**src/rtl/dmem_arbiter.sv**
```systemverilog
`default_nettype none
// ============================================================================
// Module   : dmem_arbiter
// Purpose  : Round-robin two-port arbiter and access sequencer for a
//            single-port data memory (strobe generation, load extension).
// Revision : 1.0
// ============================================================================
module dmem_arbiter #(
    parameter int MEM_BYTES = 256
) (
    input  logic        clk,
    input  logic        reset,
    input  logic        req0,
    input  logic        req1,
    input  logic        we0,
    input  logic        we1,
    input  logic [31:0] addr0,
    input  logic [31:0] addr1,
    input  logic [31:0] wdata0,
    input  logic [31:0] wdata1,
    input  logic [1:0]  size0,
    input  logic [1:0]  size1,
    input  logic        uns0,
    input  logic        uns1,
    output logic        gnt0,
    output logic        gnt1,
    output logic        rvalid0,
    output logic        rvalid1,
    output logic [31:0] rdata0,
    output logic [31:0] rdata1,
    output logic        err0,
    output logic        err1,
    output logic        mem_WE,
    output logic [31:0] mem_A,
    output logic [31:0] mem_WD,
    output logic [3:0]  mem_writeStrobe,
    input  logic [31:0] mem_RD
);

    localparam logic [31:0] c_MEM_LIMIT = 32'(MEM_BYTES);

    typedef enum logic [1:0] {
        S_IDLE   = 2'd0,
        S_ACCESS = 2'd1,
        S_RESP   = 2'd2
    } state_t;

    state_t      r_state;
    state_t      w_next;
    logic        r_ptr;      // index of the requester favoured on a tie
    logic        r_idx;
    logic        r_we;
    logic        r_uns;
    logic [1:0]  r_size;
    logic [31:0] r_addr;
    logic [31:0] r_wdata;
    logic [31:0] r_rdata0;
    logic [31:0] r_rdata1;

    logic        w_any;
    logic        w_win;
    logic        w_err;
    logic [3:0]  w_strb;
    logic [31:0] w_shift;
    logic [15:0] w_half;
    logic [31:0] w_ext;

    assign mem_A  = r_addr;
    assign mem_WD = r_wdata;
    assign rdata0 = r_rdata0;
    assign rdata1 = r_rdata1;

    always_comb begin
        w_any = req0 | req1;
        w_win = (req0 & req1) ? r_ptr : req1;
        w_err = (r_size == 2'b11)
              || ((r_size == 2'b01) && r_addr[0])
              || ((r_size == 2'b10) && (r_addr[1:0] != 2'b00))
              || (r_addr >= c_MEM_LIMIT);
    end

    always_comb begin
        w_strb = 4'b0000;
        if (!r_we || w_err) begin
            w_strb = 4'b0000;
        end else begin
            case (r_size)
                2'b00:   w_strb = 4'b0001 << r_addr[1:0];
                2'b01:   w_strb = r_addr[1] ? 4'b1100 : 4'b0011;
                2'b10:   w_strb = 4'b1111;
                default: w_strb = 4'b0000;
            endcase
        end
    end

    // Load lane selection and extension; stores and errors return zero.
    always_comb begin
        w_shift = mem_RD >> {r_addr[1:0], 3'b000};
        w_half  = r_addr[1] ? mem_RD[31:16] : mem_RD[15:0];
        w_ext   = 32'd0;
        if (!r_we && !w_err) begin
            case (r_size)
                2'b00:   w_ext = r_uns ? {24'd0, w_shift[7:0]} : {{24{w_shift[7]}}, w_shift[7:0]};
                2'b01:   w_ext = r_uns ? {16'd0, w_half} : {{16{w_half[15]}}, w_half};
                2'b10:   w_ext = mem_RD;
                default: w_ext = 32'd0;
            endcase
        end
    end

    always_comb begin
        w_next          = r_state;
        gnt0            = 1'b0;
        gnt1            = 1'b0;
        mem_WE          = 1'b0;
        mem_writeStrobe = 4'b0000;
        rvalid0         = 1'b0;
        rvalid1         = 1'b0;
        err0            = 1'b0;
        err1            = 1'b0;
        case (r_state)
            S_IDLE: begin
                if (w_any) begin
                    gnt0   = ~w_win;
                    gnt1   = w_win;
                    w_next = S_ACCESS;
                end
            end
            S_ACCESS: begin
                mem_WE          = r_we & ~w_err;
                mem_writeStrobe = w_strb;
                w_next          = S_RESP;
            end
            S_RESP: begin
                rvalid0 = ~r_idx;
                rvalid1 = r_idx;
                err0    = ~r_idx & w_err;
                err1    = r_idx & w_err;
                w_next  = S_IDLE;
            end
            default: w_next = S_IDLE;
        endcase
    end

    always_ff @(posedge clk or posedge reset) begin
        if (reset) begin
            r_state  <= S_IDLE;
            r_ptr    <= 1'b0;
            r_idx    <= 1'b0;
            r_we     <= 1'b0;
            r_uns    <= 1'b0;
            r_size   <= 2'b00;
            r_addr   <= 32'd0;
            r_wdata  <= 32'd0;
            r_rdata0 <= 32'd0;
            r_rdata1 <= 32'd0;
        end else begin
            r_state <= w_next;
            if ((r_state == S_IDLE) && w_any) begin
                r_idx   <= w_win;
                r_ptr   <= ~w_win;
                r_we    <= w_win ? we1    : we0;
                r_addr  <= w_win ? addr1  : addr0;
                r_wdata <= w_win ? wdata1 : wdata0;
                r_size  <= w_win ? size1  : size0;
                r_uns   <= w_win ? uns1   : uns0;
            end
            if (r_state == S_ACCESS) begin
                if (r_idx) begin
                    r_rdata1 <= w_ext;
                end else begin
                    r_rdata0 <= w_ext;
                end
            end
        end
    end

endmodule
`default_nettype wire

```
**config.mk**
```make
export PLATFORM = sky130hd
export DESIGN_NAME = dmem_arbiter
export DESIGN_NICKNAME = d
export VERILOG_FILES = /design/src/rtl/dmem_arbiter.sv
export SDC_FILE = /design/constraint.sdc
export NUM_CORES = 1
export LEC_CHECK = 0
export BUFFER_PORTS_ARGS = -buffer_cell sky130_fd_sc_hd__buf_2
export CORE_AREA = 2 2 122 124
export CTS_BUF_LIST = sky130_fd_sc_hd__clkbuf_16
export DETAILED_ROUTE_END_ITERATION = 6
export DIE_AREA = 0 0 124 126
export PLACE_DENSITY = 0.73
export SYNTH_ARGS = -nofsm -noshare
export SYNTH_HDL_FRONTEND = slang
export SYNTH_SLANG_ARGS = --single-unit
```
**constraint.sdc**
```tcl
create_clock -name clk -period 4.5 [get_ports clk]
set_input_delay 0.45 -clock clk [delete_from_list [all_inputs] [get_ports clk]]
set_output_delay 0.45 -clock clk [all_outputs]
set_load 0.005 [all_outputs]
```
==> metrics.md, run 1 <==
| Metric | Value |
|---|---|
| Final hold slack | `0.225 ns` |
| Worst Setup SP | `r_size[0]` |
| I/O pin count | `311` |
| Total CTS buffers | `17` |
| DR vias/cell | `5.70` |
| Synth Register Bits | `136` |
| Final core occ | `57.9%` |
| Maximum root-to-sink buffer count | `2` |
| Simple-Gate Fraction of Synth Area | `9.88%` |
| Clk pwr share | `23.9%` |
| XOR/XNOR Fraction of Synth Area | `0%` |
| Mux cell area share after synthesis | `1.63%` |
| RSZ-0062 raised after global routing | `no` |
| Slowest cell on crit path | `dfrtp_1` |
| Max-cap violations | `0` |
| Post-Synth Adder-Cell Area | `0%` |
| Layout area overhead | `36.2%` |
| Internal power | `3.21 mW` |
| Reg2Reg Depth | `4` |
| Leak Pwr | `4.55 nW` |
| Reg2reg start | `mem_A[1]` |
| CTS root buffer | `clkbuf_16` |
| CTS tree | `yes` |
| Setup TNS | `0 ns` |
| Largest net degree at the start of global routing | `100` |
| Gate power share | `40.6%` |
| Critical Path End Type | `output pin` |
| H-tree levels | `4` |
| Failing checks | `DRC` |
| R2R Setup Slk | `2.03 ns` |
| PostCTS Resize Cnt | `0` |
| Reg2Reg Capture Point | `rdata0[17]` |
| Fin crit share | `74.7%` |
| Routed Antenna Nets | `0` |
| Layout cells sized above 1 | `42.2%` |
| Vias | `6029` |
| Total GRT Usage | `27.3%` |
| Routed wire length | `21500 um` |
| Number of flops mapped to enable cells by yosys | `0` |
| Vias in the first global route | `5781` |
| Register area share after synthesis | `56.0%` |
| Post-synth top flop | `dfrtp_1` |
| Drc violations | `18` |
| Switching power | `2.10 mW` |
| Setup crit end | `mem_writeStrobe[1]` |
| Clk sinks | `136` |
| Clock Latency Late Sink | `0.42 ns` |
| Compound-Gate Fraction of Synth Area | `24.7%` |
| Cells after synthesis | `571` |
| Max transition margin | `25.8%` |
| CP peak stage delay | `0.79 ns` |
| Final hold vios | `0` |
| Commonest non-fill, non-tap cell in the layout | `buf_2` |
| Initial antenna violation count | `1` |
| Type of the worst setup path | `flop to output pin` |
| Startpoint Class | `flop` |
| Die X | `124 um` |
| Sw Share | `39.5%` |
| Final nets | `1032` |
| Critical path peak fanout | `24` |
| Post-CTS Setup Repair Bufs | `0` |
| Max Clk Rate | `0.297 GHz` |
| 1st-iter DRT viols | `750` |
| Worst EP arrival | `2.91 ns` |
| Min Tclk post-route | `3.36 ns` |
| Skew final | `0.00747 ns` |
| Final Slew Violations | `0` |
| Ys async rst share | `100%` |
| Port Buffer Count | `310` |
| First-pass GRT wire length | `32000 um` |
| Yosys cell types | `44` |
| Pwr dens | `641 mW/mm^2` |
| Worst-Margin Slew | `1.11 ns` |
| Reg power frac | `35.4%` |
| Dpl hpwl | `15900 um` |
| Largest family of logic cells by synthesized area | `compound AO/OA/AOI/OAI gates` |
| Hold Buf Count CTS | `0` |
| Final cell count without fillers | `1058` |
| Die area | `0.0156 mm^2` |
| GP Congestion | `0.887` |
| Row count | `44` |
| CP cell instances | `nor2b_1 > a221oi_4 > nand2_1 > nor4_1 > buf_2` |
| Final setup viols | `0` |
| Syn Area/Cell | `10.6 um^2` |
| Most frequent cells in the layout | `buf_2, dfrtp_1, a222oi_1` |
| Yosys warning count | `0` |
| Core area | `0.0143 mm^2` |
| Die H | `126 um` |
| Cell area after synthesis | `0.00608 mm^2` |
| CP required | `4.05 ns` |
| Syn nets | `743` |
| DRT Pass-1 Iters | `7` |
| Max VDD drop | `313 uV` |
| Outcome | `complete, but fails checks` |
| Routed length per instance | `20.3 um` |
| Initial Utilization | `42.5%` |
| Worst-path clk slew | `0.06 ns` |
| Hold crit path type | `input pin to async pin` |
| Congestion Overflow GR | `0` |
| Placed cells | `1025` |
[layout make-up]
type / count / area, um^2
Multi-Input combinational cell: 315 / 2220
Antenna cell: 2 / 5.00
Sequential cell: 136 / 3400
Clock buffer: 17 / 425
Clock inverter: 14 / 110
Fill cell: 1309 / 6030
Tap cell: 184 / 230
Inverter: 72 / 275
Timing Repair Buffer: 318 / 1610
[critical path: cells and delay by family (launching register included)]
| kind | cells | cell delay, ns |
|---|---|---|
| and+or+nand+nor | 3 | 1.06 |
| DFF | 1 | 0.79 |
| AOI/OAI and AO/OA | 1 | 0.46 |
| buffers and inverters | 1 | 0.18 |
[stage by stage]
stage	area [um^2]	setup slack [ns]	total power, mW
detailed placement	7740	1.59	4.05
floorplan	6080	0.411	3.18
CTS	8280	1.12	5.33
finish	8280	1.14	5.31
global placement	7740	1.64	4.01
global route	8280	0.952	5.67
[cells in the mapped netlist, types with 2 or more instances]
master | n | area share, %
a21o_1 | 10 | 1.2
a222oi_1 | 75 | 12
a22oi_1 | 16 | 2.0
buf_2 | 4 | 0.33
buf_6 | 3 | 0.56
clkbuf_1 | 40 | 2.5
dfrtp_1 | 136 | 56
inv_1 | 72 | 4.4
mux2_2 | 7 | 1.3
mux2i_1 | 2 | 0.33
nand2_1 | 66 | 4.1
nand2b_1 | 7 | 0.72
nand3_1 | 2 | 0.16
nand4_2 | 2 | 0.41
nor2_1 | 6 | 0.37
nor2b_1 | 5 | 0.51
nor3_1 | 4 | 0.33
nor3b_1 | 2 | 0.25
nor4_1 | 10 | 1.0
o21a_1 | 2 | 0.25
o21ai_0 | 40 | 3.3
o21ai_1 | 14 | 1.2
o2bb2ai_1 | 7 | 1.0
o31ai_1 | 16 | 2.0
or2_2 | 4 | 0.41
[kinds of logic after synthesis]
| logic type | after synthesis |
|---|---|
| AOI/OAI and AO/OA | 188 |
| DFF | 136 |
| buffers and inverters | 120 |
| and+or+nand+nor | 118 |
| muxes | 9 |
[sequential cells by signal, indices dropped and copies added, names as in the netlist]
register and flops:
r_idx 1, r_uns 1, r_ptr 1, rdata1 32
mem_A 32, rdata0 32, r_we 1, r_state 2
r_size 2, mem_WD 32
[power groups by stage]
| stage | Combinational (mW) | Sequential (mW) | Clock (mW) |
|---|---|---|---|
| final | 2.16 | 1.88 | 1.27 |
| after global routing | 2.39 | 1.93 | 1.35 |
| after CTS | 2.16 | 1.87 | 1.29 |
| after detailed placement | 2.16 | 1.89 | 0 |
| after global placement | 2.13 | 1.88 | 0 |
| after floorplan | 1.36 | 1.82 | 0 |
[worst min path at each step]
stage	startpoint	slack [ns]	cells after the start	endpoint
after floorplan	rdata0[0]	0.47	2	rdata0[0]
after global placement	rdata1[7]	0.46	2	rdata1[7]
after detailed placement	rdata0[7]	0.46	2	rdata0[7]
after CTS	addr1[2]	0.22	3	mem_A[2]
after global routing	addr1[11]	0.24	3	mem_A[11]
final	reset	0.23	2	mem_WD[28]
[metal layers]
layer | part of all wire, % | routed length (um) | up-vias | GRT usage (%)
li1 | - | - | 2723 | -
met1 | 38 | 8110 | 2921 | 34.3
met2 | 50 | 10700 | 347 | 44.7
met3 | 10 | 2170 | 38 | 8.61
met4 | 2.4 | 511 | 0 | 8.66
met5 | 0 | 0 | - | 0
(Power assumes the default switching activity.)
==> run 2: changes to the inputs <==
- ABC_AREA: unset -> 1
- CORE_AREA: 2 2 122 124 -> unset
- CORE_UTILIZATION: unset -> 43
- DIE_AREA: 0 0 124 126 -> unset
- PLACE_DENSITY: 0.73 -> 0.74
- clock period: 4.5 -> 2.9 ns (I/O delays scaled with it)
==> run 2 against run 1 <==
  * Flip-flop and latch count stayed put
  * Critical path type unchanged
  * Sequential share of layout area is 3.6 points lower
  * Core utilization is 1.5 points higher
  * Critical endpoint is now gnt1
  * Worst hold slack worse by 0.17 ns
  * Area after synthesis is 12% higher
  * The run now ends clean
  * Clock power is 78% higher
  * Cell count is 36% higher
  * Largest cell class unchanged
  * Routed wire length is 7.9% higher
  * Cell area is 9.7% higher
  * Clock skew is 0.00082 ns lower
==> metrics.md, run 2 <==
| Metric | Value |
|---|---|
| DR vias/cell | `5.12 (was 5.70)` |
| First-pass GRT wire length | `35700 um (was 32000 um)` |
| Final nets | `1380 (was 1032)` |
| Maximum root-to-sink buffer count | `2 (unchanged)` |
| Core area | `0.0153 mm^2 (was 0.0143 mm^2)` |
| Vias in the first global route | `6875 (was 5781)` |
| Cells after synthesis | `919 (was 571)` |
| Max VDD drop | `549 uV (was 313 uV)` |
| Outcome | `completed (was complete, but fails checks)` |
| Critical path peak fanout | `28 (was 24)` |
| Slowest cell on crit path | `nor3_2 (was dfrtp_1)` |
| Vias | `7356 (was 6029)` |
| CTS tree | `yes (unchanged)` |
| Hold Buf Count CTS | `0 (unchanged)` |
| Port Buffer Count | `310 (unchanged)` |
| Max Clk Rate | `0.405 GHz` |
| Routed length per instance | `16.1 um (was 20.3 um)` |
| Drc violations | `0 (was 18)` |
| Layout cells sized above 1 | `30.7% (was 42.2%)` |
| Worst-path clk slew | `0.06 ns (about the same)` |
| Commonest non-fill, non-tap cell in the layout | `nand2_1 (was buf_2)` |
| Final hold slack | `0.0589 ns (was 0.225 ns)` |
| PostCTS Resize Cnt | `0 (unchanged)` |
| Clk sinks | `136 (unchanged)` |
| Worst EP arrival | `2.18 ns (was 2.91 ns)` |
| Dpl ws | `0.812 ns (was 1.59 ns)` |
| Total CTS buffers | `17 (unchanged)` |
| Synth Register Bits | `136 (unchanged)` |
| Ys async rst share | `100% (unchanged)` |
| Die H | `128 um (was 126 um)` |
| Post-synth top area share | `50.0% (was 56.0%)` |
| Number of flops mapped to enable cells by yosys | `0 (unchanged)` |
| Layout area overhead | `33.6% (was 36.2%)` |
| Cell area after layout | `0.00908 mm^2 (was 0.00828 mm^2)` |
| Largest area contributor in the netlist | `dfrtp_1 (unchanged)` |
| Initial Utilization | `44.4% (was 42.5%)` |
| Reg area | `0.00340 mm^2 (unchanged)` |
| Commonest cells in the netlist | `nand2_1, dfrtp_1, nand3_1 (was dfrtp_1, a222oi_1, inv_1)` |
| RSZ-0062 raised after global routing | `no (unchanged)` |
| Leak Pwr | `5.37 nW (was 4.55 nW)` |
| PnR worst setup slack | `0.430 ns (was 1.14 ns)` |
| GP Congestion | `0.907 (was 0.887)` |
| Min Tclk post-route | `2.47 ns` |
| Setup TNS | `0 ns (unchanged)` |
| CP cell instances | `nor3_2 > nand2_1 > inv_2 > buf_2 (was nor2b_1 > a221oi_4 > nand2_1 > nor4_1 > buf_2)` |
| Hold crit path type | `input pin to async pin (unchanged)` |
| Startpoint Class | `flop (unchanged)` |
| Post-synth top flop | `dfrtp_1 (unchanged)` |
| Placed cells | `1400 (was 1025)` |
| Skew final | `0.00666 ns (was 0.00747 ns)` |
| Routed wire length | `23200 um (was 21500 um)` |
| Type of the worst setup path | `flop to output pin (unchanged)` |
| Congestion Overflow GR | `0 (unchanged)` |
| 1st-iter DRT viols | `497 (was 750)` |
| Routed Antenna Nets | `0 (unchanged)` |
| Max transition margin | `28.4% (was 25.8%)` |
| Worst-Margin Slew | `1.07 ns (was 1.11 ns)` |
| Die area | `0.0163 mm^2 (was 0.0156 mm^2)` |
| Die X | `128 um (was 124 um)` |
| CP peak stage delay | `0.53 ns (was 0.79 ns)` |
| Dpl hpwl | `16900 um (was 15900 um)` |
| H-tree levels | `4 (unchanged)` |
| CTS root buffer | `clkbuf_16 (unchanged)` |
| Most frequent cells in the layout | `nand2_1, buf_2, dfrtp_1 (was buf_2, dfrtp_1, a222oi_1)` |
| CP required | `2.61 ns (was 4.05 ns)` |
| Initial antenna violation count | `7 (was 1)` |
| Critical Path End Type | `output pin (unchanged)` |
| DRT Pass-1 Iters | `6 (was 7)` |
| Syn nets | `1091 (was 743)` |
| Total GRT Usage | `28.7% (was 27.3%)` |
| Register area share after synthesis | `50.0% (was 56.0%)` |
| Syn Area/Cell | `7.40 um^2 (was 10.6 um^2)` |
| Top-count cell post-synth | `nand2_1 (was dfrtp_1)` |
| Yosys cell types | `27 (was 44)` |
| I/O pin count | `311 (unchanged)` |
| Max-cap violations | `0 (unchanged)` |
| Final hold vios | `0 (unchanged)` |
| Ranking of synthesized cells by area | `dfrtp_1, nand2_1, nand3_1 (was dfrtp_1, a222oi_1, inv_1)` |
| Fillers | `1460 (was 1309)` |
| Final setup viols | `0 (unchanged)` |
| Final cell count without fillers | `1436 (was 1058)` |
| Row count | `45 (was 44)` |
| Yosys warning count | `0 (unchanged)` |
| Clock Latency Late Sink | `0.42 ns (about the same)` |
| Largest net degree at the start of global routing | `137 (was 100)` |
| Fin crit share | `85.2%` |
| Final Slew Violations | `0 (unchanged)` |
| Pwr dens | `948 mW/mm^2 (was 641 mW/mm^2)` |
| Post-CTS Setup Repair Bufs | `0 (unchanged)` |
| Placed inst area | `0.00846 mm^2 (was 0.00774 mm^2)` |
| Cell area after synthesis | `0.00680 mm^2 (was 0.00608 mm^2)` |
| Area of the multi-input gates | `0.00288 mm^2 (was 0.00222 mm^2)` |
[run 2: where the power goes]
group	leakage (nW)	switching (mW)	internal, mW
registers	1.78	0.402	2.46
logic	3.29	2.25	1.24
clock network	0.296	0.835	1.42
[run 2: cell type report]
class,instances,area share (%)
flip-flops and latches,136,37.5
inverters,60,2.55
well taps,211,2.91
diodes,5,0.138
clock inverters,14,2.02
multi-input cells,670,31.7
repair buffers,323,18.6
clock buffers,17,4.68
[run 2: stage by stage]
step	power [mW]	util, %
after floorplan	5.00	-
after global placement	6.31	55.3
after detailed placement	6.37	55.3
after CTS	8.65	59.2
after global routing	9.26	59.3
final	8.61	59.3
[run 2: worst paths after layout]
check                           startpoint          to  slack [ns]  depth (start not counted)
worst max register to register  r_state[1]       r_uns        0.83                          6
max in group asynchronous            reset   rdata1[6]        2.23                          3
worst max-delay path            r_state[1]        gnt1        0.43                          4
min in group clk                wdata0[19]  mem_WD[19]        0.07                          3
worst min-delay path                 reset  rdata1[22]        0.06                          3
worst min register to register  rdata0[15]  rdata0[15]        0.47                          2
[run 2: kinds of logic (layout without fill, tap and decap cells)]
logic type / Yosys count / after routing / synth area share, %
other: 0 / 5 / 0
AO/OA/AOI/OAI: 65 / 65 / 5.46
flip-flops: 136 / 136 / 50.0
AND/OR/NAND/NOR: 605 / 605 / 36.9
buffers and inverters: 113 / 414 / 7.64
[run 2: routing by layer]
| metal | up-vias | part of all wire, % | track usage [%] |
|---|---|---|---|
| met5 | - | 0.056 | 0 |
| met4 | 2 | 3.4 | 12.0 |
| met3 | 59 | 8.4 | 8.64 |
| met2 | 335 | 49 | 47.4 |
| met1 | 3467 | 39 | 35.0 |
| li1 | 3493 | - | - |
[run 2: worst max-delay path: cells and delay by family, from the launching register on]
family	cells	cell delay, ns
buffers and inverters	2	0.65
DFF	1	0.41
and+or+nand+nor	2	0.69
==> run 3: changes to the inputs <==
--- a/config.mk
+++ b/config.mk
@@ -10,5 +10,5 @@
 export CORE_UTILIZATION = 43
-export CTS_BUF_LIST = sky130_fd_sc_hd__clkbuf_16
 export DETAILED_ROUTE_END_ITERATION = 6
 export PLACE_DENSITY = 0.74
+export SETUP_SLACK_MARGIN = 0.5
 export SYNTH_ARGS = -nofsm -noshare
==> constraint.sdc (replaced) <==
create_clock -name clk -period 2.9 [get_ports clk]
set_input_delay 0.58 -clock clk [delete_from_list [all_inputs] [get_ports clk]]
set_output_delay 0.58 -clock clk [all_outputs]
set_load 0.005 [all_outputs]
==> run 3 against run 2 <==
  * Setup slack better by 0.11 ns
  * Sequential share of layout area is 0.79 points lower
  * Global-route usage is 0.13 points higher
  * Clock power rose by 3%
  * Routed wire length is 0.43% higher
  * Fmax rose by 4.7%
  * Clock skew rose by 0.00097 ns
  * Worst hold slack better by 0.28 ns
  * Non-clock buffer count is 6 higher
==> metrics.md, run 3 (synthesis gave the netlist of run 2 again) <==
| Metric | Value |
|---|---|
| RSZ-0062 raised after global routing | `yes (was no)` |
| Pwr dens | `962 mW/mm^2 (was 948 mW/mm^2)` |
| Max-cap violations | `0 (unchanged)` |
| I/O pin count | `311 (unchanged)` |
| Maximum root-to-sink buffer count | `2 (unchanged)` |
| Clock Latency Late Sink | `0.42 ns (about the same)` |
| Worst-path clk slew | `0.06 ns (about the same)` |
| Design Power | `8.93 mW (was 8.61 mW)` |
| Final hold slack | `0.342 ns (was 0.0589 ns)` |
| Placed cells | `1399 (was 1400)` |
| Hold Buf Count CTS | `0 (unchanged)` |
| CTS root buffer | `clkbuf_16 (unchanged)` |
| DRT Pass-1 Iters | `5 (was 6)` |
| Most frequent cells in the layout | `nand2_1, buf_2, dfrtp_1 (unchanged)` |
| CP required | `2.32 ns (was 2.61 ns)` |
| 1st-iter DRT viols | `409 (was 497)` |
| Max Clk Rate | `0.424 GHz (was 0.405 GHz)` |
| Clk sinks | `136 (unchanged)` |
| Critical Path End Type | `output pin (unchanged)` |
| Skew final | `0.00763 ns (was 0.00666 ns)` |
| Placed inst area | `0.00846 mm^2 (about the same)` |
| Vias | `7262 (was 7356)` |
| Routed Antenna Nets | `0 (unchanged)` |
| Die area | `0.0163 mm^2 (unchanged)` |
| Startpoint Class | `flop (unchanged)` |
| Port Buffer Count | `310 (unchanged)` |
| Max transition margin | `30.5% (was 28.4%)` |
| Final hold vios | `0 (unchanged)` |
| Congestion Overflow GR | `0 (unchanged)` |
| Total GRT Usage | `28.9% (was 28.7%)` |
| First-pass GRT wire length | `35900 um (was 35700 um)` |
| Final Slew Violations | `0 (unchanged)` |
| Critical path peak fanout | `10 (was 28)` |
| Setup TNS | `0 ns (unchanged)` |
| Type of the worst setup path | `flop to output pin (unchanged)` |
| Max VDD drop | `772 uV (was 549 uV)` |
| CTS tree | `yes (unchanged)` |
| Dpl ws | `0.627 ns (was 0.812 ns)` |
| Core area | `0.0153 mm^2 (unchanged)` |
| Total CTS buffers | `17 (unchanged)` |
| Worst EP arrival | `1.78 ns (was 2.18 ns)` |
| Final nets | `1386 (was 1380)` |
| Fillers | `1483 (was 1460)` |
| Layout cells sized above 1 | `31.9% (was 30.7%)` |
| Leak Pwr | `5.42 nW (was 5.37 nW)` |
| Initial antenna violation count | `5 (was 7)` |
| DR vias/cell | `5.04 (was 5.12)` |
| Die X | `128 um (unchanged)` |
| Fin crit share | `81.3% (was 85.2%)` |
| Hold crit path type | `input pin to async pin (unchanged)` |
| Worst-Margin Slew | `1.04 ns (was 1.07 ns)` |
| Initial Utilization | `44.4% (unchanged)` |
| Final core occ | `60.6% (was 59.3%)` |
| Drc violations | `0 (unchanged)` |
| Outcome | `completed (unchanged)` |
| Min Tclk post-route | `2.36 ns (was 2.47 ns)` |
| Commonest non-fill, non-tap cell in the layout | `nand2_1 (unchanged)` |
| Vias in the first global route | `6960 (was 6875)` |
| Final cell count without fillers | `1441 (was 1436)` |
| Cell area after layout | `0.00928 mm^2 (was 0.00908 mm^2)` |
| Layout area overhead | `36.5% (was 33.6%)` |
| PnR worst setup slack | `0.541 ns (was 0.430 ns)` |
| Largest net degree at the start of global routing | `69 (was 137)` |
| Routed length per instance | `16.1 um (about the same)` |
| Final setup viols | `0 (unchanged)` |
| GP Congestion | `0.893 (was 0.907)` |
| Row count | `45 (unchanged)` |
| Routed wire length | `23300 um (was 23200 um)` |
| H-tree levels | `4 (unchanged)` |
| Dpl hpwl | `17100 um (was 16900 um)` |
| Die H | `128 um (unchanged)` |
==> run 3: changes by cell type in the layout (fill, tap and decap cells not counted), sizes merged <==
cell,previous run,this run
buf,323,329
clkbuf,17,22
clkinv,8,6
diode,5,3
clkinvlp,4,3
inv,58,57
==> run 3: layout make-up <==
type                       instances  area [um^2]  area share, %
sequential                       136         3400           36.7
multi-input combinational        670         2980           32.1
timing repair buffer             329         1740           18.7
clock buffer                      22          474           5.11
tap                              211          264           2.84
inverter                          60          250           2.70
clock inverter                    10          166           1.79
antenna                            3         7.51         0.0809
==> run 3: repair_timing <==
| item | in CTS | in global routing |
|---|---|---|
| resized for setup | 24 | 4 |
| endpoints found under the setup margin | 5 | 6 |
| setup buffers | 5 | 2 |
| hold endpoints to repair | 0 | 0 |
| pin swaps | 4 | 6 |
==> run 3: final timing paths <==
| check | from | end | slack (ns) | depth (start not counted) |
|---|---|---|---|---|
| max reg2reg | mem_A[0] | rdata0[8] | 0.88 | 7 |
| max in group asynchronous | reset | rdata0[0] | 1.83 | 3 |
| min | reset | mem_A[29] | 0.34 | 2 |
| min reg2reg | rdata1[16] | rdata1[16] | 0.47 | 2 |
| min in group clk | addr0[20] | mem_A[20] | 0.36 | 3 |
| max | r_size[0] | mem_writeStrobe[2] | 0.54 | 7 |
==> run 3: power by group <==
part | switching (mW) | internal, mW | leakage (nW)
sequential | 0.400 | 2.46 | 1.78
combinational | 2.40 | 1.34 | 3.33
clock | 0.822 | 1.51 | 0.307
total | 3.62 | 5.31 | 5.42
==> run 3: critical path, stage by stage (launching register included) <==
cell      delay (ns)
dfrtp_1         0.43
nand2_2         0.12
clkinv_4        0.12
nand2_8         0.12
inv_1           0.08
a311oi_2        0.30
nor2_1          0.06
buf_2           0.13
==> run 3: layer usage <==
metal / global-route usage (%) / vias to the layer above / routed length (um)
met5: 0 / - / 8
met4: 11.2 / 2 / 649
met3: 8.35 / 47 / 1630
met2: 48.9 / 267 / 11400
met1: 34.7 / 3440 / 9540
li1: - / 3506 / -
